<file path="config.mk">
export PLATFORM = sky130hd
export DESIGN_NAME = counter_seq_ctrl
export DESIGN_NICKNAME = d
export VERILOG_FILES = /design/src/rtl/counter_seq_ctrl.sv
export SDC_FILE = /design/constraint.sdc
export NUM_CORES = 1
export LEC_CHECK = 0
export BUFFER_PORTS_ARGS = -buffer_cell sky130_fd_sc_hd__buf_2
export CAP_MARGIN = 20
export CELL_PAD_IN_SITES_DETAIL_PLACEMENT = 1
export CELL_PAD_IN_SITES_GLOBAL_PLACEMENT = 1
export CORE_ASPECT_RATIO = 0.75
export CORE_MARGIN = 3
export CORE_UTILIZATION = 39
export DETAILED_ROUTE_END_ITERATION = 8
export GPL_TIMING_DRIVEN = 1
export PLACE_DENSITY = 0.76
export SETUP_SLACK_MARGIN = 0.05
export SYNTH_ARGS = -nofsm -noshare
export SYNTH_HDL_FRONTEND = slang
export SYNTH_SLANG_ARGS = --single-unit
</file>
<file path="constraint.sdc">
create_clock -name clk -period 2.7 [get_ports clk]
set_clock_uncertainty 0.15 [all_clocks]
set_input_delay 0 -clock clk [delete_from_list [all_inputs] [get_ports clk]]
set_output_delay 0 -clock clk [all_outputs]
set_load 0.01 [all_outputs]
</file>
<file path="src/rtl/counter_seq_ctrl.sv">
// Sequencing controller for an N-bit up-counter: start/pause/resume/abort, programmable terminal value,
// one-shot or auto-reload. Optional prescaler is enabled by defining PRESCALE_EN (ratio set by PS).
module counter_seq_ctrl #(
    parameter int N  = 7
`ifdef PRESCALE_EN
    ,
    parameter int PS = 4
`endif
) (
    input  logic         clk,
    input  logic         clr,
    input  logic         start,
    input  logic         pause,
    input  logic         abort,
    input  logic         auto_reload,
    input  logic [N-1:0] period,
    output logic [N-1:0] count,
    output logic         tc,
    output logic         busy,
    output logic         done,
    output logic [1:0]   state
);

    typedef enum logic [1:0] {
        ST_IDLE  = 2'b00,
        ST_RUN   = 2'b01,
        ST_PAUSE = 2'b10,
        ST_DONE  = 2'b11
    } state_t;

    state_t       state_q;
    logic [N-1:0] count_q;
    logic [N-1:0] period_q;
    logic         busy_q;
    logic         done_q;
    logic         tick_s;
    logic         at_term_s;
    logic         tc_s;

`ifdef PRESCALE_EN
    localparam int PW = (PS > 1) ? $clog2(PS) : 1;
    logic [PW-1:0] pre_q;

    assign tick_s = (pre_q == PW'(PS - 1));

    // Prescaler: restarts with each fresh run or abort, runs only while counting
    always_ff @(posedge clk or posedge clr) begin
        if (clr) begin
            pre_q <= '0;
        end else if (abort) begin
            pre_q <= '0;
        end else if (start && (state_q == ST_IDLE || state_q == ST_DONE)) begin
            pre_q <= '0;
        end else if (state_q == ST_RUN && !pause) begin
            pre_q <= tick_s ? '0 : pre_q + PW'(1);
        end
    end
`else
    assign tick_s = 1'b1;
`endif

    assign at_term_s = (count_q == period_q);
    assign tc_s      = (state_q == ST_RUN) & at_term_s & ~pause & ~abort & tick_s;

    // Control FSM owning count, latched period and the status flags
    always_ff @(posedge clk or posedge clr) begin
        if (clr) begin
            state_q  <= ST_IDLE;
            count_q  <= '0;
            period_q <= '0;
            busy_q   <= 1'b0;
            done_q   <= 1'b0;
        end else if (abort) begin
            state_q <= ST_IDLE;
            count_q <= '0;
            busy_q  <= 1'b0;
            done_q  <= 1'b0;
        end else begin
            case (state_q)
                ST_IDLE, ST_DONE: begin
                    if (start) begin
                        state_q  <= ST_RUN;
                        period_q <= period;
                        count_q  <= '0;
                        busy_q   <= 1'b1;
                        done_q   <= 1'b0;
                    end
                end
                ST_RUN: begin
                    if (pause) begin
                        state_q <= ST_PAUSE;
                    end else if (tick_s) begin
                        if (!at_term_s) begin
                            count_q <= count_q + N'(1);
                        end else if (auto_reload) begin
                            count_q <= '0;
                        end else begin
                            state_q <= ST_DONE;
                            busy_q  <= 1'b0;
                            done_q  <= 1'b1;
                        end
                    end
                end
                ST_PAUSE: begin
                    if (start) begin
                        state_q <= ST_RUN;
                    end
                end
                default: begin
                    state_q <= ST_IDLE;
                    count_q <= '0;
                    busy_q  <= 1'b0;
                    done_q  <= 1'b0;
                end
            endcase
        end
    end

    assign count = count_q;
    assign tc    = tc_s;
    assign busy  = busy_q;
    assign done  = done_q;
    assign state = state_q;

endmodule

</file>
# Word level (Yosys, flattened, before mapping)
# Cells that the tools add are included.
dict set report op_classes {
  n_addsub 1
  eq_ne 12
  muxes 24
  bitwise 5
  n_reduce_logical 8
}
# operator n
set op_table {}
lappend op_table {{2-to-1 mux 7 bit} 5}
lappend op_table {{one-hot mux 7 bit (2 select lines)} 1}
lappend op_table {{inequality test 3 bit, second input constant} 4}
lappend op_table {{inequality test 4 bit, second input constant} 3}
lappend op_table {{2-to-1 mux 1 bit} 10}
lappend op_table {{2-to-1 mux 2 bit} 5}
lappend op_table {{adder 7 x 1 -> 7 bit, second input constant} 1}
lappend op_table {{equality test 7 bit} 1}
lappend op_table {{AND reduction 3 bit} 2}
lappend op_table {{AND reduction 5 bit} 1}
lappend op_table {{equality test 2 bit, second input constant} 2}
lappend op_table {{one-hot mux 1 bit (2 select lines)} 2}
lappend op_table {{one-hot mux 2 bit (2 select lines)} 1}
lappend op_table {{AND reduction 4 bit} 1}
lappend op_table {{AND 1 bit} 3}
lappend op_table {{inequality test 3 x 1 -> 1 bit, second input constant} 1}
lappend op_table {{nonzero test 3 bit} 1}
lappend op_table {{OR reduction 3 bit} 1}
lappend op_table {{equality test 2 x 1 -> 1 bit, second input constant} 1}
lappend op_table {{zero test 2 bit} 1}
lappend op_table {{inverter 1 bit} 2}
lappend op_table {{OR reduction 2 bit} 1}
dict set report word_totals {
  regBits 18
  inputBits 13
  word_cells 55
}

# Depth between registers and ports, before layout
dict set report logic_depth {
  ltp_word 5
  depth_mapped 9
}

# Worst setup path after synthesis
# OpenSTA, ideal clock, no wires.
dict set report synth_path {
  path_kind {reg2reg}
  startpoint {register state_q[1], in the netlist state[1]}
  endpoint {register count_q[3], in the netlist count[3]}
  t_arrival_ns 1.776
  required_time_ns 2.426
  setup_slack_ns 0.650
  path_stages_with_launch 9
  period_less_slack_ns 2.050
  path_cell_list {dfrtp_1 -> inv_1 -> ha_1 -> mux2i_1 -> a21oi_1 -> o22ai_1 -> buf_4 -> nor4_1 -> a211o_1}
}
dict set report synth_between {
  elab_chain_len 4
}
# item line_no
set synth_rtl {}
lappend synth_rtl {{start, declared} 31} ;# state_t state_q;
lappend synth_rtl {{start signal, assigned} 68} ;# state_q <= ST_IDLE;
lappend synth_rtl {{start signal, assigned} 74} ;# state_q <= ST_IDLE;
lappend synth_rtl {{start signal, assigned} 82} ;# state_q <= ST_RUN;
lappend synth_rtl {{equality test 2 bit / zero test 2 bit (equally long branches)} 79} ;# case (state_q)
lappend synth_rtl {{OR reduction 2 bit} 79}
lappend synth_rtl {{inequality test 3 bit (no source line), or another cell as far along} --}
lappend synth_rtl {{AND reduction 4 bit (no source line) / 2-to-1 mux 7 bit (equally long branches)} --}
lappend synth_rtl {{end signal, assigned} 94} ;# count_q <= count_q + N'(1);
lappend synth_rtl {{end, declared} 32} ;# logic [N-1:0] count_q;
# Several ways; a longest one is shown, not always the timed one.
# A chain may end at the register's enable or synchronous reset.

# Worst setup path after layout
dict set report layout_path {
  startpoint {register state_q[1], in the netlist state[1]}
  endpoint {register count_q[4], in the netlist count[4]}
}
# The elaborated chain is that of the path after synthesis.

==> impl_results.md <==
- Tcrit/Tclk final: between 80% and 90%
- Sw Pwr: 220 µW
- 1st-pass router iterations: 4
- Total DRC errors in the routed layout: 0
- Shortest period the worst path allows: 2410 ps
- Critical-path maximum fanout: 13
- Fin. max-slew vios: 0
- Wire length per cell after detailed routing: around 16 µm
- Worst hold path endpoint: done
- Synthesis-stage register bit count: 18
- Clock network fraction of total power: 23.4%
- Number of cell rows: 15
- Yosys warnings: 0
- Data arrival, critical path: around 2500 ps
- Max-slew headroom: a little over half
- Number of DRC markers after the initial detailed-route iteration: 60
- P per Cell Area: 544 nW/µm²
- Aggregate global routing overflow: 0
- Startpoint of the tightest hold check path: auto_reload
- Post-synthesis sequential area ratio: 44.7%
- CP cell instances: inv_1 -> ha_1 -> mux2i_1 -> a21oi_1 -> o22ai_1 -> buf_4 -> or4_1 -> o211ai_1
- Worst r2r dst: count[4]
- Commonest non-fill, non-tap cell in the layout: sky130_fd_sc_hd__buf_2
- Footprint of the flip-flops and latches: 450 µm²
- Switching part of the total: 30.7%
- Slew of the pin with the lowest slew margin: 702 ps
- Worst vdd ir: 0.000389 V
- Post-synthesis net count: 114
- Number of fill cells: around 290
- Start-to-end type of the worst setup path: flop to flop
- Max Cap Viol: 0
- Final setup violation count: 0
- Hpwl dp: 1.82 mm
- Syn Inst Count: 99
- Layout Area Growth over Synthesis: 30.8%
- Cell type group with the largest total delay on the critical path: simple AND/OR/NAND/NOR gates
- Combined area of all synthesized cells: 1010 µm²
- Count of hold-fix buffers inserted at cts: 13
- Required time at the endpoint of the critical path: 2770 ps
- Fraction of layout instances using a drive strength above 1: 30.4%
- Result of the run: complete, no violations
- Post-CTS resize count: 0
- Initial Utilization: 42.3%
- Final #Nets: 154
- Clock slew at the register clock pins of the worst setup and hold paths: 110 ps
- Antenna diode count: 0
- End-of-flow core utilization: 55.3%
- Startpoint Class: flop
- Post-CTS Setup Repair Bufs: 0
- Delay of the slowest critical-path stage: approximately 520 ps
- Post-route antenna net violation count: 0
- Largest buffer count on any clock path: 2
- Total CTS buffers: 3
- Placer congestion estimate: 0.792
- Number of buffer and inverter stages on the critical path: 2
- Multi-input gate area in the final layout: 504 µm²
- Number of top-level pins: 25
- X dimension of the die: 64.7 µm
- Die H: about 50 µm
- RSZ-0062 raised after global routing: false
- Cell with the largest stage delay on the worst path: sky130_fd_sc_hd__or4_1
- Global-route wire length before repair: approximately 4.6 mm
- Cell at the root of the clock tree: sky130_fd_sc_hd__clkbuf_4
- Worst-case reg-to-reg path depth: 8
- Avg Cell Area, Syn: around 10 µm²
- Proportion of power drawn by flip-flops and latches: between 40% and 50%
- Max Fclk: about 410 MHz
- Number of clock sinks seen by CTS: 18
- Setup TNS: 0 ps
- Min-Delay Path Depth: 4
- Class of the worst hold path: input port to flop
- Internal reg-to-reg setup slack: 290 ps
- Number of global-route vias before repair: 957
- Worst-Skew Late Latency: 300 ps
- Number of antenna violations at the first check in global routing: 0
- Total routed wirelength: 2.73 mm
- All-layer global routing usage: 18.9%
- Number of hold violations in the final report: 0
- CTS H-tree lvls: 1
- CTS tree: done
- Static Leak: 0.000599 µW
- Number of distinct library cells after synthesis: 34
- I/O Buffers: 24
- FF-to-FF Start: state[1]
- Number of vias per cell: 5.27
- Combinational share of power: 29.0%
- Die area: approximately 3200 µm²
- Core ar.: 2380 µm²
- Maximum number of pins on one net before global-route repair: 19
- Internal cell power: approximately 500 µW
- Type of destination of the critical path: flop
- Count of vias placed by the detailed router: 906
- Highest-count cells in the layout ignoring fill and taps: sky130_fd_sc_hd__buf_2 (24), sky130_fd_sc_hd__dfrtp_1 (18), sky130_fd_sc_hd__dlygate4sd3_1 (13)
metrics by stage:
step | area (µm²) | hold slack [ps] | total power [µW] | setup WS (ps) | std cells
final | 1320 | 93.0 | 717 | 289 | 172
after global routing | 1320 | 89.8 | 762 | 153 | 172
after CTS | 1320 | 77.8 | 723 | 337 | 172
after detailed placement | 1150 | -9.10 | 534 | 360 | 155
after global placement | 1150 | -4.76 | 523 | 525 | 155
after floorplan | 1010 | -211 | 487 | 651 | 99
power by group through the flow:
stage	registers, µW	clock network, µW	logic (µW)
finish	341	168	208
global route	347	185	230
CTS	341	175	206
detailed placement	347	0	187
global placement	345	0	178
floorplan	342	0	145
cell type report:
| class | count | area share, % |
|---|---|---|
| multi-input combinational | 71 | 38.3 |
| sequential | 18 | 34.2 |
| timing repair buffer | 38 | 19.6 |
| tap | 34 | 3.23 |
| clock buffer | 4 | 2.75 |
| inverter | 7 | 1.99 |
worst register-to-register path, delay by kind of cell, from the launching register on:
kind,cells,cell delay (ps)
AOI/OAI and AO/OA,3,350
adders and majority gates,1,400
buffers and inverters,2,270
DFF,1,430
muxes,1,210
and+or+nand+nor,1,520
flip-flops by register name, indices dropped and copies added (netlist names):
name / count
count: 7
period_q: 7
state: 2
busy: 1
done: 1
worst max path at each step:
stage / from / to / slack, ps / cells past startpoint
detailed placement: state[1] / count[4] / 360 / 8
finish: state[1] / count[4] / 290 / 8
global placement: state[1] / count[6] / 520 / 8
global route: state[1] / count[6] / 150 / 8
CTS: state[1] / count[4] / 340 / 8
floorplan: state[1] / count[3] / 650 / 8
cell usage after synthesis (all sizes together):
master / count / area share (%)
a31oi: 1 / 0.62
xnor2: 7 / 6.1
or3: 1 / 0.62
nand2: 11 / 4.1
nor2: 5 / 1.9
nor3b: 1 / 0.75
mux2i: 1 / 0.99
o22ai: 1 / 0.62
inv: 7 / 2.6
nand3: 3 / 2.0
nor4: 2 / 1.2
a211o: 1 / 0.87
ha: 2 / 2.5
a211oi: 1 / 0.75
o21bai: 2 / 1.9
o21a: 1 / 0.75
dfrtp: 18 / 45
nor3: 1 / 0.50
o31ai: 3 / 2.2
nand3b: 1 / 0.75
a21o: 2 / 1.5
nand4: 2 / 1.9
or4: 3 / 2.2
mux2: 7 / 7.8
o32ai: 1 / 0.87
o211ai: 3 / 2.2
or2: 3 / 1.9
a21oi: 4 / 2.0
buf: 3 / 2.6
nand2b: 1 / 0.62
layer usage:
layer | share of wire, % | GRT usage [%] | wire [µm]
met5 | 0 | 0 | 0
met2 | 50 | 33.2 | 1360
met1 | 46 | 23.7 | 1260
met3 | 2.7 | 4.33 | 73
met4 | 1.3 | 3.51 | 35
kinds of logic after synthesis:
logic type	Yosys count	synth area share, %
and+or+nand+nor	34	18.4
adders and majority gates	2	2.48
muxes	8	8.82
AOI/OAI and AO/OA	20	14.3
DFF	18	44.7
xor gates and xnor gates	7	6.09
buffers and inverters	10	5.22
No activity file was read; power rests on OpenSTA's default activity.
